## src/rtl/usr_shift_reg.sv

```systemverilog
// Universal shift register: parallel load, single-step shift/rotate and counted bursts.
// Build option USR_ARITH_SHIFT_EN turns op=01 into an arithmetic right shift.
module usr_shift_reg #(
    parameter int unsigned           WIDTH     = 8,
    parameter int unsigned           CNT_W     = 4,
    parameter logic [WIDTH-1:0]      RESET_VAL = {WIDTH{1'b0}}
) (
    input  logic             clk,
    input  logic             rst,
    input  logic [1:0]       op,
    input  logic             sin,
    input  logic             load,
    input  logic [WIDTH-1:0] din,
    input  logic             step,
    input  logic             start,
    input  logic [CNT_W-1:0] count,
    output logic [WIDTH-1:0] q,
    output logic             sout,
    output logic             busy,
    output logic             done
);

    typedef enum logic {IDLE, RUN} state_t;

    state_t             state_q, state_d;
    logic [WIDTH-1:0]   q_q, q_d;
    logic               sout_q, sout_d;
    logic               busy_q, busy_d;
    logic               done_q, done_d;
    logic [1:0]         op_r_q, op_r_d;
    logic [CNT_W-1:0]   rem_q, rem_d;

    // Returns {expelled bit, next register value}.
    function automatic logic [WIDTH:0] shift_op(input logic [WIDTH-1:0] v,
                                                input logic [1:0]       o,
                                                input logic             s);
        case (o)
            2'b00:   return {v[WIDTH-1], v[WIDTH-2:0], s};
`ifdef USR_ARITH_SHIFT_EN
            2'b01:   return {v[0], v[WIDTH-1], v[WIDTH-1:1]};
`else
            2'b01:   return {v[0], s, v[WIDTH-1:1]};
`endif
            2'b10:   return {v[WIDTH-1], v[WIDTH-2:0], v[WIDTH-1]};
            default: return {v[0], v[0], v[WIDTH-1:1]};
        endcase
    endfunction

    always_comb begin
        state_d = state_q;
        q_d     = q_q;
        sout_d  = sout_q;
        busy_d  = busy_q;
        done_d  = 1'b0;
        op_r_d  = op_r_q;
        rem_d   = rem_q;
        case (state_q)
            IDLE: begin
                if (load) begin
                    q_d = din;
                end else if (start) begin
                    if (count == '0) begin
                        done_d = 1'b1;
                    end else begin
                        op_r_d  = op;
                        rem_d   = count;
                        state_d = RUN;
                        busy_d  = 1'b1;
                    end
                end else if (step) begin
                    {sout_d, q_d} = shift_op(q_q, op, sin);
                end
            end
            default: begin
                // Requests are ignored here; sin stays live so bursts can stream serial data.
                {sout_d, q_d} = shift_op(q_q, op_r_q, sin);
                rem_d = rem_q - CNT_W'(1);
                if (rem_q == CNT_W'(1)) begin
                    state_d = IDLE;
                    busy_d  = 1'b0;
                    done_d  = 1'b1;
                end
            end
        endcase
    end

    always_ff @(posedge clk) begin
        if (rst) begin
            state_q <= IDLE;
            q_q     <= RESET_VAL;
            sout_q  <= 1'b0;
            busy_q  <= 1'b0;
            done_q  <= 1'b0;
            op_r_q  <= 2'b00;
            rem_q   <= '0;
        end else begin
            state_q <= state_d;
            q_q     <= q_d;
            sout_q  <= sout_d;
            busy_q  <= busy_d;
            done_q  <= done_d;
            op_r_q  <= op_r_d;
            rem_q   <= rem_d;
        end
    end

    assign q    = q_q;
    assign sout = sout_q;
    assign busy = busy_q;
    assign done = done_q;

endmodule

```

## config.mk

```make
export PLATFORM = sky130hd
export DESIGN_NAME = usr_shift_reg
export DESIGN_NICKNAME = d
export VERILOG_FILES = /design/src/rtl/usr_shift_reg.sv
export SDC_FILE = /design/constraint.sdc
export NUM_CORES = 1
export LEC_CHECK = 0
export CAP_MARGIN = 10
export CORE_ASPECT_RATIO = 1.4
export CORE_UTILIZATION = 42
export CTS_CLUSTER_DIAMETER = 200
export DETAILED_ROUTE_END_ITERATION = 8
export PLACE_DENSITY = 0.85
export SLEW_MARGIN = 20
export SYNTH_ARGS = -nofsm -noshare
export SYNTH_HDL_FRONTEND = slang
export SYNTH_SLANG_ARGS = --single-unit
```

## constraint.sdc

```tcl
create_clock -name clk -period 1.18 [get_ports clk]
set_input_delay 0.177 -clock clk [delete_from_list [all_inputs] [get_ports clk]]
set_output_delay 0.177 -clock clk [all_outputs]
set_load 0.005 [all_outputs]
```

# Word-level counts from Yosys, hierarchy flattened

Index checks and enable logic that the tools add are counted.
Widths: inputs -> output; s select.

Register bits: 18
Input bits: 20
Output and inout port bits: 11
Logic and storage cells: 61

$add $sub $neg: 1
Eq/ne operators: 10
Mux-type cells: 29
Bitwise operators: 3
Reduce and logical (&&, ||, !) cells: 11

Operator list:

| kind                | count |
|---|---|
| $pmux 9 s3          | 2 |
| $mux 8              | 4 |
| $mux 1              | 19 |
| $mux 4              | 4 |
| $reduce_and 4->1    | 2 |
| $ne 2x1->1 const B  | 3 |
| $reduce_and 3->1    | 2 |
| $eq 2x1->1 const B  | 2 |
| $eq 2x2->1 const B  | 2 |
| $eq 4x1->1 const B  | 1 |
| $logic_not 2->1     | 2 |
| $logic_not 4->1     | 1 |
| $reduce_bool 2->1   | 2 |
| $sub 4x1->4 const B | 1 |
| $ne 3x2->1 const B  | 1 |
| $not 1->1           | 3 |
| $reduce_bool 3->1   | 1 |
| $ne 2x2->1 const B  | 1 |
| $reduce_and 2->1    | 1 |

# Longest topological paths before layout

Gate-level depths: netlist of run 1.

Word-level depth: 6
Mapped depth: 6
Mapped depth without buffers: 5

# Worst setup path after synthesis of run 1

No wires, ideal clock.

Kind: reg2reg
Start point: register op_r_q[0]
End point: register q_q[3], in the netlist q[3]
Setup time: 0.132 ns
Arrival time: 1.164 ns
Data required time: 1.048 ns
Slack: -0.116 ns
Cell stages (with the launch flop): 5
Path buffers: 1
Period minus slack after synthesis: 1.296 ns
Cells stage by stage: dfxtp_1 > clkbuf_1 > mux2_2 > a22oi_1 > a21oi_1

Longest elaborated chain between the ends: 3
Elaborated cells on any way between the ends: 5
Classes of those cells: 2 x eq/ne; 2 x mux; 1 x reduce/logical

RTL lines:

| element                            | RTL line | RTL |
|---|---|---|
| from (decl)                        | 30       | `logic [1:0] op_r_q, op_r_d;` |
| from (signal assigned)             | 102      | `op_r_q <= op_r_d;` |
| $eq 2x2->1 (tied with other cells) | 37       | `case (o)` |
| $pmux 9 s3 *                       | 37       |  |
| $mux 8 *                           | 57       | `case (state_q)` |
| to (signal assigned)               | 98       | `q_q <= q_d;` |
| to (decl)                          | 26       | `logic [WIDTH-1:0] q_q, q_d;` |

Mark *: on every way between the ends. The rest lies on a longest branch, timed or not.
A chain may end at the register's enable or synchronous reset.

# Final worst setup path of run 1

Start point: register op_r_q[0]
End point: register sout_q, in the netlist sout

Longest elaborated chain between the ends: 3
Elaborated cells on any way between the ends: 5
Classes of those cells: 2 x eq/ne; 2 x mux; 1 x reduce/logical

RTL lines:

| element                            | RTL line | RTL |
|---|---|---|
| $eq 2x2->1 (tied with other cells) | 37       |  |
| $pmux 9 s3 *                       | 37       |  |
| $mux 1 *                           | 57       |  |
| to (signal assigned)               | 99       | `sout_q <= sout_d;` |
| to (decl)                          | 27       | `logic sout_q, sout_d;` |

Marks and branches as above.

==> flow_summary.ini, run 1 <==
[run_status]
outcome = completed

[yosys]
yosys_warnings = 0
synth_edf_count = 0
synth.net_count = 154
synth_seq_cells = 18
ys_types = 38
synthAdderAreaFrac_pct = 2.235
synth_flop_cell = dfxtp_1
ys_seq_area_share_pct = 32.18
yosys.area_share.simple_pct = 16.76
netlist_area_um2 = 1120
synth_compound_area_share_pct = 26.82
synth_xor_area_share_pct = 0
async_flop_share_pct = 0
syn_inst = 132
synth_top_family_by_area = compound AO/OA/AOI/OAI gates
synthMuxAreaShare_pct = 16.87
synth.avg_cell_area_um2 = 8.484

[placement]
dp_cells = 218
port_buffers = 30
place_hpwl_mm = 2.488
gp_congestion = 0.9360

[clock_network]
hold_buffers = 0
path_clk_slew_ns = 0.11
clk_path_buf_depth = 2
clock-sinks = 18
clkLatencyLatePin_ns = 0.30
htreeDepth = 1
cts_tree = yes
cts_made_buffers = 3
ctsRootBufferMaster = clkbuf_4

[timing]
worst_slew_pin_slew_ns = 0.4503
clock.fmax_mhz = 854.2
drv_slew = 0
hold_viol = 0
post-route-period-util_pct = 99.21
setup_violations = 0
min_period_ns = 1.171
fin_worst_hold_slack_ns = 0.3072
skew_ns = 0.001128
maxSlewHeadroom_pct = 69.98
rsz0062_at_grt = true

[floorplan]
coreArea_um2 = 2470
die_area_um2 = 2880
rows = 21
start_util_pct = 45.34
fp.dieW_um = 45.64
io_pins = 31
die_h_um = 63.10

[pwr]
ir_drop_uv = 644.1
leakagePower_uw = 0.0008430
p_per_area_nw_per_um2 = 900.7

[critical_path]
r2r_slack_ns = 0.009
r2r-start = op_r_q[0]$_SDFFE_PP0P_
critPathKind = reg2reg
r2r_cells = 5
cpPeakStageDelay_ns = 0.35
crit_slowest_cell = dfxtp_2
reg2reg_to = sout$_SDFFE_PP0P_
crit_family = multiplexers
crit_top_cell = mux2i_1
startpoint_type = register
worst-path-buf-inv = 1
crit_required_ns = 1.38
worstPathCellList = buf_12, mux2i_1, mux2i_1, o21a_1, nor3_1
path_max_fanout = 11
worst_setup_path_end_kind = register
crit_arrival_ns = 1.37

[min_path]
min_from = op[1]
hold_path_class = in2reg
hold_end = op_r_q[1]$_SDFFE_PP0P_
hold_depth = 4

[grt]
grt_max_degree = 19
grt_pass1_vias = 1381
overflow = 0
antenna_found_initial = 0
track_usage_pct = 26.22
grt_pass1_wl_mm = 5.678

[routing]
viasPerCell = 5.824
drcViolationCount = 0
drt_iter0_markers = 43
post_drt_wl_per_cell_um = 17.17
dr_total_vias = 1322
wirelength_mm = 3.897
antenna_left = 0
first_pass_iters = 4

[final_layout]
multi_input_area_um2 = 842.1
seq_area_um2 = 384.1
final-instance-count-excl-fill = 227
areaGrowthSynthToFinish_pct = 72.96
layout-drive-gt1-share_pct = 46.63
num-nets-final = 216
final_cell_mix = 27 x buf_4, 13 x dlygate4sd2_1, 11 x mux2i_1, 11 x a21oi_1
num-fill-cells = 170
antenna_cells = 0
final_common_cell = buf_4

[job]
cap_violations = 0
## metrics by stage
stage	util, %	instance area [um^2]	TNS [ns]	setup WS (ns)	total power [uW]
after detailed placement	68.39	1689	-8.073	-0.5403	1253
after global placement	68.39	1689	-7.177	-0.4894	1231
after global routing	78.42	1937	-0.2367	-0.05655	1812
after floorplan	-	1129	-0.008304	-0.004156	954.9
final	78.42	1937	0	0.009290	1744
after CTS	74.32	1836	0	0.0003627	1675
## cell type report
class / count / area share, %
repair buffers: 66 / 31.65
well taps: 34 / 2.196
clock buffers: 4 / 1.873
flip-flops and latches: 18 / 19.83
inverters: 5 / 0.9690
multi-input cells: 100 / 43.48
## timing repair
item | CTS | global route
endpoints found under the setup margin | 29 | 17
pin swaps | 14 | 16
hold endpoints to repair | 0 | 0
resized for setup | 48 | 33
gates cloned | 0 | 0
setup buffers | 7 | 2
## where the power goes
part           switching [uW]  internal [uW]  total, uW  leakage, uW
Clock                     205            189        393    0.0000210
Combinational             290            355        645     0.000668
Sequential               44.8            661        706     0.000154
Total                     540           1200       1740     0.000843
## tightest hold or removal path, cell delays in order
cell and delay, ns:
dlymetal6s2s_1 0.12, buf_4 0.14, mux2i_1 0.06, nor2_1 0.08
## synthesized netlist by cell type, types with 4 or more instances
library cell	n	area [um^2]
dfxtp_1	18	360.4
a21oi_1	14	70.07
nand2_1	12	45.04
mux2i_1	11	110.1
o211ai_1	8	60.06
a22oi_1	6	45.04
mux2_2	6	67.56
nor2_1	6	22.52
buf_2	4	20.02
clkbuf_1	4	15.01
inv_1	4	15.01
nand2b_1	4	25.02
o21ai_0	4	20.02
## flip-flops by register name, summed over array words and instances, names as in the netlist
signal,flops
op_r_q,2
q,8
state_q,1
sout,1
rem_q,4
done,1
busy,1
## worst max-delay path by stage
stage | startpoint | end | slack (ns) | depth (start not counted)
finish | op_r_q[0]$_SDFFE_PP0P_ | sout$_SDFFE_PP0P_ | 0.009 | 5
global route | count[2] | done$_SDFF_PP0_ | -0.06 | 5
CTS | q[0]$_SDFFE_PP0P_ | q[7]$_SDFFE_PP0P_ | 0.0004 | 5
detailed placement | count[2] | op_r_q[0]$_SDFFE_PP0P_ | -0.54 | 5
global placement | load | rem_q[1]$_SDFFE_PP0P_ | -0.49 | 5
floorplan | count[2] | op_r_q[0]$_SDFFE_PP0P_ | -0.004 | 4
## layer usage
| metal | track usage [%] | part of all wire (%) | up-vias |
|---|---|---|---|
| li1 | - | - | 613 |
| met1 | 26.48 | 36 | 633 |
| met2 | 47.50 | 56 | 63 |
| met3 | 4.298 | 4.6 | 13 |
| met4 | 14.02 | 3.4 | 0 |
| met5 | 0 | 0 | - |
## logic make-up after synthesis
| logic type | after synthesis |
|---|---|
| AOI/OAI and AO/OA | 45 |
| adders and majority gates | 2 |
| buffers and inverters | 14 |
| DFF | 18 |
| muxes | 18 |
| and+or+nand+nor | 35 |
Note: power is estimated with default switching activity, not from simulation.
==> run 2: changes to the inputs <==
--- a/config.mk
+++ b/config.mk
@@ -10,8 +10,9 @@
 export CORE_UTILIZATION = 42
 export CTS_CLUSTER_DIAMETER = 200
 export DETAILED_ROUTE_END_ITERATION = 8
+export MAX_ROUTING_LAYER = met4
 export PLACE_DENSITY = 0.85
-export SLEW_MARGIN = 20
+export SLEW_MARGIN = 10
 export SYNTH_ARGS = -nofsm -noshare
 export SYNTH_HDL_FRONTEND = slang
 export SYNTH_SLANG_ARGS = --single-unit
==> run 2 against run 1 <==
Net effect: maximum frequency decreased by 2.5%; critical endpoint is now q[0]$_SDFFE_PP0P_; the flow now finishes with violations (negative setup slack); global-route usage increased by 0.80 points; routed wire length increased by 2.5%; via count increased by 1.9%; register-to-register slack got worse by 0.03 ns; worst setup slack got worse by 0.030 ns; first-iteration DRC count increased by 23%; die area unchanged; clock power decreased by 3%.
==> flow_summary.ini, run 2 (synthesized netlist as in run 1, its figures left out) <==
[timing]
min_period_ns = 1.200
drv_slew = 0
post-route-period-util_pct = 101.7
skew_ns = 0.001112
setup_violations = 1
fin_ws_ns = -0.02046
maxSlewHeadroom_pct = 70.64
clock.fmax_mhz = 833.0
rsz0062_at_grt = true
worst_slew_pin_slew_ns = 0.4404
hold_viol = 0

[run_status]
violations = negative setup slack
outcome = finished, violations left

[critical_path]
crit_end = q[0]$_SDFFE_PP0P_
setup.worst_path.start = state_q$_SDFF_PP0_
critPathKind = reg2reg
startpoint_type = register
worst-path-buf-inv = 1
path_max_fanout = 6
r2r_slack_ns = -0.02
crit_family = flip-flops
reg2reg_to = q[0]$_SDFFE_PP0P_
crit_slowest_cell = dfxtp_4
cpPeakStageDelay_ns = 0.41
crit_required_ns = 1.36
worst_setup_path_end_kind = register
r2r-start = state_q$_SDFF_PP0_
crit_arrival_ns = 1.38
r2r_cells = 5
worstSetupPathDepth = 5
worstPathCellList = nor2_2, and2_4, buf_4, a32oi_1, a21oi_1

[placement]
place_hpwl_mm = 2.488
dp_slack_ns = -0.5403
port_buffers = 30
gp_congestion = 0.9527

[floorplan]
io_pins = 31
fp.dieW_um = 45.64
die_h_um = 63.10
rows = 21
coreArea_um2 = 2470
start_util_pct = 45.34
die_area_um2 = 2880

[final_layout]
final_cell_mix = 27 x buf_4, 13 x dlygate4sd2_1, 11 x mux2i_1, 11 x a21oi_1
largest_reg_flops = 8
num-nets-final = 216
fin_util_pct = 78.37
num-fill-cells = 173
areaGrowthSynthToFinish_pct = 72.85
antenna_cells = 0
layout-drive-gt1-share_pct = 46.11
final_common_cell = buf_4

[grt]
antenna_found_initial = 0
track_usage_pct = 27.02
grt_pass1_wl_mm = 5.713
overflow = 0
grt_pass1_vias = 1380
grt_max_degree = 19

[clock_network]
clk_path_buf_depth = 2
clkLatencyLatePin_ns = 0.29
ctsRootBufferMaster = clkbuf_4
path_clk_slew_ns = 0.10
htreeDepth = 1
clock-sinks = 18
hold_buffers = 0
cts_made_buffers = 3
cts_tree = yes

[pwr]
total_power_uw = 1738
leakagePower_uw = 0.0008439
p_per_area_nw_per_um2 = 898.1
ir_drop_uv = 609.0

[routing]
viasPerCell = 5.934
antenna_left = 0
first_pass_iters = 4
post_drt_wl_per_cell_um = 17.59
wirelength_mm = 3.994
drt_iter0_markers = 53
drcViolationCount = 0
dr_total_vias = 1347

[min_path]
hold_path_class = in2reg

[job]
cap_violations = 0
## run 2: repair_timing
item	4_1_cts	5_1_grt
pin swaps	14	17
buffers inserted	7	2
endpoints found under the setup margin	29	17
gates cloned	0	0
gates resized for setup	48	33
## run 2: layout make-up
| class | count | area (um^2) | area share [%] |
|---|---|---|---|
| timing repair buffer | 66 | 613.1 | 31.67 |
| inverter | 5 | 18.77 | 0.9696 |
| sequential | 18 | 384.1 | 19.84 |
| clock buffer | 4 | 36.28 | 1.875 |
| tap | 34 | 42.54 | 2.198 |
| multi-input combinational | 100 | 840.8 | 43.44 |
## run 2: power by group
| group | internal [uW] | switching [uW] | total [uW] |
|---|---|---|---|
| combinational | 355 | 293 | 648 |
| clock | 188 | 195 | 383 |
| sequential | 661 | 45.8 | 707 |
## run 2: routing by layer
metal	share of wire, %	up-vias	GRT usage [%]	routed length, um
li1	-	617	-	-
met1	36	636	26.83	1433
met2	55	76	47.50	2183
met3	5.9	18	4.298	236
met4	3.5	0	14.02	141
met5	0	-	-	0
## run 2: worst min path at each step
stage                                startpoint                      to  slack [ns]  cells past startpoint
final                                     op[1]  op_r_q[1]$_SDFFE_PP0P_        0.32                      4
after global routing                      op[1]  op_r_q[1]$_SDFFE_PP0P_        0.35                      4
after CTS                              count[1]   rem_q[1]$_SDFFE_PP0P_        0.38                      3
after detailed placement      busy$_SDFFE_PP0P_       busy$_SDFFE_PP0P_        0.49                      2
after global placement    rem_q[2]$_SDFFE_PP0P_   rem_q[2]$_SDFFE_PP0P_        0.47                      2
after floorplan                           op[1]  op_r_q[1]$_SDFFE_PP0P_        0.32                      2
## run 2: stage by stage
step                      instance area (um^2)    TNS, ns  hold slack (ns)  instances
after floorplan                           1129  -0.008304           0.3209        132
after global placement                    1689     -7.177           0.4652        218
after detailed placement                  1689     -8.073           0.4897        218
final                                     1936   -0.02046           0.3228        227
after CTS                                 1836          0           0.3845        228
after global routing                      1936    -0.3248           0.3532        227
## run 2: worst reg2reg max path: stages, from the launching register on
cell,delay [ns]
dfxtp_4,0.41
nor2_2,0.06
and2_4,0.16
buf_4,0.15
a32oi_1,0.20
a21oi_1,0.11
